===== src/rtl/ds_adc_decim_pkg.sv =====
// Shared constants and helpers for the delta-sigma ADC front end and its
// sinc2 decimator.
package ds_adc_decim_pkg;

  localparam int unsigned N_DEFAULT = 8;

  // Warm-up tracker: the first decimation strobe after reset is discarded.
  typedef enum logic {
    ST_WARMUP = 1'b0,
    ST_RUN    = 1'b1
  } warm_state_e;

  // Accumulator width: one bit above the sample width so R^2 = 2^N fits.
  function automatic int unsigned acc_width(input int unsigned n);
    return n + 32'd1;
  endfunction

  function automatic int unsigned ratio(input int unsigned log2r);
    return 32'd1 << log2r;
  endfunction

  function automatic int unsigned mid_scale(input int unsigned n);
    return 32'd1 << (n - 32'd1);
  endfunction

  function automatic int unsigned sat_value(input int unsigned n);
    return (32'd1 << n) - 32'd1;
  endfunction

endpackage


===== src/rtl/ds_sinc2_decim.sv =====
// Second-order CIC decimator: two integrators at clk rate, two combs at the
// strobe rate, saturating N-bit result with an overload pulse.
module ds_sinc2_decim
  import ds_adc_decim_pkg::*;
#(
  parameter int unsigned N = N_DEFAULT
) (
  input  logic         clk,
  input  logic         reset,
  input  logic         bit_i,
  input  logic         strobe_i,
  input  logic         emit_i,
  output logic [N-1:0] result_o,
  output logic         overload_o
);

  localparam int unsigned AW  = acc_width(N);
  localparam logic [N-1:0] MID = N'(mid_scale(N));
  localparam logic [N-1:0] SAT = N'(sat_value(N));

  logic [AW-1:0] int1_q, int1_d;
  logic [AW-1:0] int2_q, int2_d;
  logic [AW-1:0] dly1_q, dly1_d;
  logic [AW-1:0] dly2_q, dly2_d;
  logic [AW-1:0] comb1_c, comb2_c;
  logic [N-1:0]  result_q, result_d;
  logic          overload_q, overload_d;

  // Integrators run every clk; combs and result only move on a strobe.
  always_comb begin
    int1_d     = int1_q + AW'(bit_i);
    int2_d     = int2_q + int1_q;
    comb1_c    = int2_q - dly1_q;
    comb2_c    = comb1_c - dly2_q;
    dly1_d     = dly1_q;
    dly2_d     = dly2_q;
    result_d   = result_q;
    overload_d = 1'b0;
    if (strobe_i) begin
      dly1_d = int2_q;
      dly2_d = comb1_c;
      if (emit_i) begin
        // Only full scale (2^N) sets the top bit once the filter has settled.
        if (comb2_c[N]) begin
          result_d   = SAT;
          overload_d = 1'b1;
        end else begin
          result_d = comb2_c[N-1:0];
        end
      end
    end
  end

  always_ff @(posedge clk) begin
    if (reset) begin
      int1_q     <= '0;
      int2_q     <= '0;
      dly1_q     <= '0;
      dly2_q     <= '0;
      result_q   <= MID;
      overload_q <= 1'b0;
    end else begin
      int1_q     <= int1_d;
      int2_q     <= int2_d;
      dly1_q     <= dly1_d;
      dly2_q     <= dly2_d;
      result_q   <= result_d;
      overload_q <= overload_d;
    end
  end

  assign result_o   = result_q;
  assign overload_o = overload_q;

endmodule


===== src/rtl/ds_adc_decim.sv =====
// Delta-sigma ADC digital front end: comparator synchronizer, registered
// feedback bit to the RC integrator, and sinc2 decimation to N-bit samples.
module ds_adc_decim
  import ds_adc_decim_pkg::*;
#(
  parameter int unsigned N     = N_DEFAULT,
  parameter int unsigned LOG2R = N / 2
) (
  input  logic         clk,
  input  logic         reset,
  input  logic         comp_in,
  output logic         fb_out,
  output logic [N-1:0] sample,
  output logic         sample_valid,
  output logic         overload
);

  localparam int unsigned R = ratio(LOG2R);
  localparam logic [LOG2R-1:0] PH_LAST = LOG2R'(R - 32'd1);

  if ((N % 2) != 0 || N < 4 || N != 2 * LOG2R) begin : g_bad_params
    $error("ds_adc_decim: N must be even, at least 4, and equal to 2*LOG2R");
  end

  logic             sync1_q, sync2_q;
  (* IOB = "TRUE" *) logic fb_q;
  logic [LOG2R-1:0] phase_q, phase_d;
  logic             valid_q, valid_d;
  logic             strobe_c;
  logic             emit_c;
  warm_state_e      state_q, state_d;

  always_ff @(posedge clk) begin
    if (reset) begin
      state_q <= ST_WARMUP;
    end else begin
      state_q <= state_d;
    end
  end

  // Phase counter wraps naturally at R; the strobe marks the last phase.
  always_comb begin
    phase_d  = phase_q + LOG2R'(1);
    strobe_c = (phase_q == PH_LAST);
    state_d  = state_q;
    emit_c   = 1'b0;
    valid_d  = 1'b0;
    case (state_q)
      ST_WARMUP: begin
        if (strobe_c) begin
          state_d = ST_RUN;
        end
      end
      ST_RUN: begin
        emit_c  = strobe_c;
        valid_d = strobe_c;
      end
      default: state_d = ST_WARMUP;
    endcase
  end

  // comp_in is asynchronous; fb_q is the bit both the RC loop and filter see.
  always_ff @(posedge clk) begin
    if (reset) begin
      sync1_q <= 1'b0;
      sync2_q <= 1'b0;
      fb_q    <= 1'b0;
      phase_q <= '0;
      valid_q <= 1'b0;
    end else begin
      sync1_q <= comp_in;
      sync2_q <= sync1_q;
      fb_q    <= sync2_q;
      phase_q <= phase_d;
      valid_q <= valid_d;
    end
  end

  ds_sinc2_decim #(
    .N (N)
  ) u_decim (
    .clk        (clk),
    .reset      (reset),
    .bit_i      (fb_q),
    .strobe_i   (strobe_c),
    .emit_i     (emit_c),
    .result_o   (sample),
    .overload_o (overload)
  );

  assign fb_out       = fb_q;
  assign sample_valid = valid_q;

endmodule


===== config.mk =====
export PLATFORM = sky130hd
export DESIGN_NAME = ds_adc_decim
export DESIGN_NICKNAME = d
export VERILOG_FILES = /design/src/rtl/ds_adc_decim_pkg.sv /design/src/rtl/ds_sinc2_decim.sv /design/src/rtl/ds_adc_decim.sv
export SDC_FILE = /design/constraint.sdc
export NUM_CORES = 1
export LEC_CHECK = 0
export ABC_AREA = 1
export CORE_UTILIZATION = 50
export DETAILED_ROUTE_END_ITERATION = 6
export DONT_BUFFER_PORTS = 1
export GPL_TIMING_DRIVEN = 0
export PLACE_DENSITY = 0.61
export SLEW_MARGIN = 10
export SYNTH_ARGS = -nofsm -noshare
export SYNTH_HDL_FRONTEND = slang
export SYNTH_SLANG_ARGS = --single-unit

===== constraint.sdc =====
create_clock -name clk -period 3.4 [get_ports clk]
set_input_delay 0.34 -clock clk [delete_from_list [all_inputs] [get_ports clk]]
set_output_delay 0.34 -clock clk [all_outputs]
set_load 0.02 [all_outputs]

==> results of run 1 <==
cell type report:
type                    count  share of cell area, %
plain buffers               8                  0.938
clock buffers               5                   2.15
clock inverters             3                   2.15
inverters                  69                   8.09
multi-input cells         271                   50.1
flip-flops and latches     54                   33.8
well taps                  72                   2.81
cell families (layout without fill, tap and decap cells):
group	Yosys count	count (layout)	synth area share, %
adder cells (fa/ha/maj)	30	30	13.4
flip-flops	54	54	36.3
AO/OA/AOI/OAI	85	85	15.1
buffers and inverters	77	85	9.71
XOR/XNOR	11	11	3.24
AND/OR/NAND/NOR	145	145	22.2
report_power, final:
group          switching [µW]  total (µW)  internal (µW)
registers                3.42         641            638
clock network             219         514            295
logic                    26.3        38.9           12.6
total                     248        1190            945
synth_stat cells (all sizes together):
cell    instances  area [µm²]
o311ai          1        8.76
ha             27         338
a21oi          50         254
nor3            2        10.0
nand3          31         183
or2             1        6.26
inv            67         252
a21boi          2        15.0
dfxtp          54        1080
clkinv          2        7.51
o21bai          1        7.51
o21a            2        15.0
o211ai          1        7.51
a21o            1        7.51
nor2           49         205
fa              3        60.1
nand3b          1        7.51
o21ai          27         135
xnor2           2        17.5
clkbuf          8        30.0
nand2          58         230
xor2            9        78.8
and3            1        6.26
nand4           2        12.5
sequential cells by signal, summed over array words and instances (netlist names):
name	flops
fb_out	1
phase_q	4
sample_valid	1
state_q	1
sync1_q	1
sync2_q	1
u_decim.dly1_q	9
u_decim.dly2_q	9
u_decim.int1_q	9
u_decim.int2_q	9
u_decim.overload_o	1
u_decim.result_o	8
worst max-delay path, stage by stage, from the launching register on:
cell     delay (ps)
dfxtp_1         320
inv_1            40
ha_1            350
a21oi_1         210
nand2_1         110
nand2_1         100
nand2_1          60
a21oi_1         160
or2_1           140
nand2_1          60
ha_1            340
a21oi_1         220
o21ai_0         100
nor2_1          240
inv_1           110
nand2_4         130
nand3_1          90
nand2_1          60
nand2_1          40
layer usage:
metal / vias to the layer above / share of wire, %
met2: 19 / 47
li1: 1314 / -
met4: 0 / 1.5
met5: - / 0
met3: 8 / 2.8
met1: 1088 / 48
through the flow:
step / cell area [µm²] / util (%) / hold WS [ps] / instances / setup WS (ps)
detailed placement: 3070 / 54.7 / 392 / 474 / 455
finish: 3200 / 57.1 / 118 / 482 / 427
global placement: 3070 / 54.7 / 389 / 474 / 488
CTS: 3200 / 57.1 / 110 / 482 / 425
global route: 3200 / 57.1 / 136 / 482 / 179
floorplan: 2980 / - / 388 / 402 / 797
worst paths after layout:
| check | endpoint | startpoint | slack, ps | cells after the start |
|---|---|---|---|---|
| setup / recovery | u_decim.result_o[7] | u_decim.dly1_q[2] | 430 | 18 |
| hold / removal | sync1_q | comp_in | 120 | 2 |
| hold reg to reg | fb_out | sync2_q | 410 | 2 |
| setup reg to reg | u_decim.result_o[7] | u_decim.dly1_q[2] | 430 | 18 |
==> results_dict.tcl, run 1 <==
set metrics [dict create \
    mostFrequentLayoutCells "inv_1 (60), nand2_1 (55), dfxtp_1 (54)" \
    grt_pass1_vias 2337 \
    relSlewSlack_pct 59.9 \
    syn_avg_cell_area_um2 7.40 \
    gp_congestion 0.779 \
    start_util_pct 53.1 \
    drc 0 \
    finalCritPeriodShare_pct 87.4 \
    dp_hpwl_mm 4.35 \
    crit_type "flop to flop" \
    fin_skew_ps 11.1 \
    die_area_mm2 0.00626 \
    layout-drive-gt1-share_pct 6.34 \
    status "finished, final reports clean" \
    clock.fmax_mhz 336 \
    final-setup-viol-count 0 \
    grt_use_total_pct 20.4 \
    syn-instance-count 402 \
    clk_latency_ps 310 \
    maxCapViolCount 0 \
    ys_ff_latch 54 \
    final.fill_count 572 \
    synth_seq_area_share_pct 36.3 \
    cts_resized 0 \
    grt_overflow 0 \
    power_uw 1190 \
    syn2layout_area_growth_pct 7.65 \
    seq_area_mm2 0.00108 \
    fin_setup_tns_ps 0 \
    diodes 0 \
    postCtsHoldBufs 0 \
    grt_max_degree 18 \
    dr.pass1.iters 4 \
    grt_busiest_layer "met2" \
    htreeDepth 2 \
    synthesis.nets 435 \
    cts.path.max_buffers 2 \
    grt_pass1_wl_mm 10.0 \
    arrival_ps 3180 \
    ys_warn_count 0 \
    num_rows 27 \
    hold_class "primary input to flop" \
    die_x_um 79.1 \
    drt_iter0_markers 81 \
    finalCriticalPeriod_ps 2970 \
    antenna_found_initial 0 \
    ant_nets 0 \
    layout.nets 442 \
    hold_viol 0 \
    path_max_fanout 9 \
    syn_area_mm2 0.00298 \
    clkTransAtPathRegs_ps 110 \
    use_met2_pct 37.7 \
    synth_cell_type_count 33 \
    powerDensity_mw_per_mm2 373 \
    peakVddDrop_uv 227 \
    cts-root-buf "clkbuf_8" \
    tightest_slew_ps 602 \
    post_cts_buffers 0 \
    layout_commonest_cell "inv_1" \
    wirelength_mm 5.64 \
    wl_per_cell_um 11.7 \
    numPortBuffers 0 \
    slew_violations 0 \
    multi_input_area_mm2 0.00161 \
    power_leakage_uw 0.00154 \
    met3_usage_pct 3.68 \
    cts_sinks 54 \
    vias 2429 \
    rsz0062_at_grt "no" \
    cts_tree "done" \
    die_h_um 79.1 \
    cp_data_required_time_ps 3610 \
    io_pins 14 \
    coreArea_mm2 0.00561 \
    start_kind "flop" \
    drt-vias-per-instance 5.04 \
    end_kind "flop" \
    cts_made_buffers 5 \
    gr-usage-met1_pct 23.6 \
]
No activity file was read; power rests on OpenSTA's default activity.
==> inputs of run 2 (changes only) <==
--- a/config.mk
+++ b/config.mk
@@ -6,6 +6,7 @@
 export NUM_CORES = 1
 export LEC_CHECK = 0
 export ABC_AREA = 1
+export CORE_MARGIN = 3
 export CORE_UTILIZATION = 50
 export DETAILED_ROUTE_END_ITERATION = 6
 export DONT_BUFFER_PORTS = 1
==> run 2 against run 1 <==
Critical path depth stayed put. Routed wire length fell by 0.60%. Die area is 10% higher. Critical endpoint unchanged. Largest cell class unchanged. Largest power group unchanged. Highest routed layer unchanged.
==> results_dict.tcl, run 2 (synthesis results as in run 1) <==
set metrics [dict create \
    slowest_stage "ha_1" \
    grt_use_total_pct 17.0 \
    whs_path_depth 2 \
    final_core_util_pct 55.9 \
    crit_type "flop to flop" \
    powerDensity_mw_per_mm2 332 \
    finalCriticalPeriod_ps 2970 \
    clkTransAtPathRegs_ps 100 \
    power_leakage_uw 0.00151 \
    wirelength_mm 5.61 \
    rr_endpoint "u_decim.result_o[7]" \
    dp_worst_setup_slack_ps 462 \
    hold_class "primary input to flop" \
    setup_slack_ps 425 \
    p_comb_share_pct 3.7 \
    gp_congestion 0.792 \
    fin_skew_ps 7.52 \
    worstPathCellList "inv_1, ha_1, a21oi_1, nand2_1, nand2_1, nand2_1, a21oi_1, or2_1, nand2_1, ha_1, a21oi_1, o21ai_0, nor2_1, inv_1, nand2_4, nand3_1, nand2_1, nand2_1" \
    grt_overflow 0 \
    rsz0062_at_grt "no" \
    relSlewSlack_pct 64.1 \
    maxCapViolCount 0 \
    start_util_pct 52.7 \
    io_pins 14 \
    cts_made_buffers 5 \
    clock.fmax_mhz 336 \
    coreArea_mm2 0.00564 \
    num_rows 27 \
    p_sw_share_pct 24.1 \
    vias 2456 \
    mostFrequentLayoutCells "inv_1 (60), nand2_1 (55), dfxtp_1 (54)" \
    p_sw_uw 253 \
    final-setup-viol-count 0 \
    internal_power_uw 796 \
    drt-vias-per-instance 5.10 \
    postCtsHoldBufs 0 \
    die_area_mm2 0.00691 \
    r2r_start "u_decim.dly1_q[2]" \
    tightest_slew_ps 539 \
    layout_commonest_cell "inv_1" \
    post_cts_buffers 0 \
    drt_iter0_markers 59 \
    die_h_um 83.1 \
    numPortBuffers 0 \
    path_max_fanout 9 \
    final_area_mm2 0.00316 \
    hold_end "sync1_q" \
    dp_hpwl_mm 4.34 \
    grt_pass1_vias 2316 \
    slew_violations 0 \
    cp_data_required_time_ps 3610 \
    arrival_ps 3190 \
    hold_viol 0 \
    die_x_um 83.1 \
    cts-root-buf "clkbuf_8" \
    clkPwrFrac_pct 35.2 \
    ant_nets 0 \
    final.fill_count 564 \
    htreeDepth 2 \
    syn2layout_area_growth_pct 6.06 \
    wl_per_cell_um 11.6 \
    peakVddDrop_uv 180 \
    clk_latency_ps 310 \
    dr.pass1.iters 4 \
    cts_resized 0 \
    status "finished, final reports clean" \
    grt_max_degree 18 \
    crit_top_cell "nand2_1" \
    path_depth 18 \
    dpl_cell_area_mm2 0.00307 \
    end_kind "flop" \
    hold_path.startpoint "comp_in" \
    cts_sinks 54 \
    r2r_slack_ps 430 \
    start_kind "flop" \
    grt_pass1_wl_mm 9.87 \
    drc 0 \
    cts.path.max_buffers 2 \
    rr_worst_depth 18 \
    diodes 0 \
    cts_tree "done" \
    seqPwrFrac_pct 61.2 \
    layout.nets 442 \
    crit_family "simple AND/OR/NAND/NOR gates" \
    finalCritPeriodShare_pct 87.5 \
    fin_setup_tns_ps 0 \
    layout-drive-gt1-share_pct 6.34 \
    antenna_found_initial 0 \
    path_buf_inv 2 \
    cpPeakStageDelay_ps 340 \
]
## run 2: changes by cell type in the layout (fill, tap and decap cells not counted), sizes merged
cell	previous run	this run
bufinv	2	0
clkinv	3	4
clkinvlp	0	1
## run 2: power by group through the flow
stage / clock [µW] / combinational [µW] / sequential, µW
finish: 369 / 38.6 / 641
detailed placement: 0 / 39.2 / 656
global placement: 0 / 38.8 / 656
floorplan: 0 / 29.6 / 655
CTS: 378 / 39.4 / 641
global route: 406 / 45.9 / 642
## run 2: how the worst max path moves through the flow
stage / from / endpoint / slack, ps
final: u_decim.dly1_q[2] / u_decim.result_o[7] / 430
after global routing: u_decim.int2_q[0] / u_decim.result_o[7] / 90
after CTS: u_decim.dly1_q[2] / u_decim.result_o[7] / 430
after detailed placement: u_decim.dly1_q[2] / u_decim.result_o[7] / 460
after global placement: u_decim.dly1_q[2] / u_decim.result_o[7] / 490
after floorplan: u_decim.int2_q[0] / u_decim.result_o[7] / 800
## run 2: worst register-to-register path, delay by kind of cell, from the launching register on
kind,cells,cell delay (ps)
buffers and inverters,2,160
adders and majority gates,2,680
and+or+nand+nor,10,1060
DFF,1,320
AOI/OAI and AO/OA,4,680
## run 2: stage by stage
stage | hold slack (ps) | instances | power, µW
3_5_place_dp | 395 | 474 | 695
4_1_cts | 113 | 482 | 1060
6_report | 116 | 482 | 1050
2_1_floorplan | 388 | 402 | 685
5_1_grt | 106 | 482 | 1090
3_3_place_gp | 390 | 474 | 694
## run 2: final cells by class
type                       count  area, µm²  area share (%)
multi-input combinational    271       1610            50.9
sequential                    54       1080            34.3
inverter                      69        259            8.21
tap                           72       90.1            2.85
clock buffer                   5       68.8            2.18
buffer                         8       30.0           0.952
clock inverter                 3       21.3           0.674
## run 2: per-layer routing
metal,up-vias,GRT usage [%],wire length [µm]
met1,1110,20.5,2720
li1,1312,-,-
met2,25,30.4,2620
met5,-,0,0
met3,9,3.37,158
met4,0,5.20,109
==> inputs of run 3 (changes only) <==
==> constraint.sdc (replaced) <==
create_clock -name clk -period 3.6 [get_ports clk]
set_input_delay 0.36 -clock clk [delete_from_list [all_inputs] [get_ports clk]]
set_output_delay 0.36 -clock clk [all_outputs]
set_load 0.02 [all_outputs]
==> results of run 3 <==
The final DEF is identical to that of run 2. Status: finished, final reports clean.
Main changes from that run: setup slack after placement 462 ps -> 662 ps; setup slack after layout 425 ps -> 625 ps; hold slack 116 ps -> 136 ps; register-to-register setup slack 430 ps -> 630 ps; total power 1050 µW -> 990 µW; worst IR drop on VDD 180 µV -> 170 µV
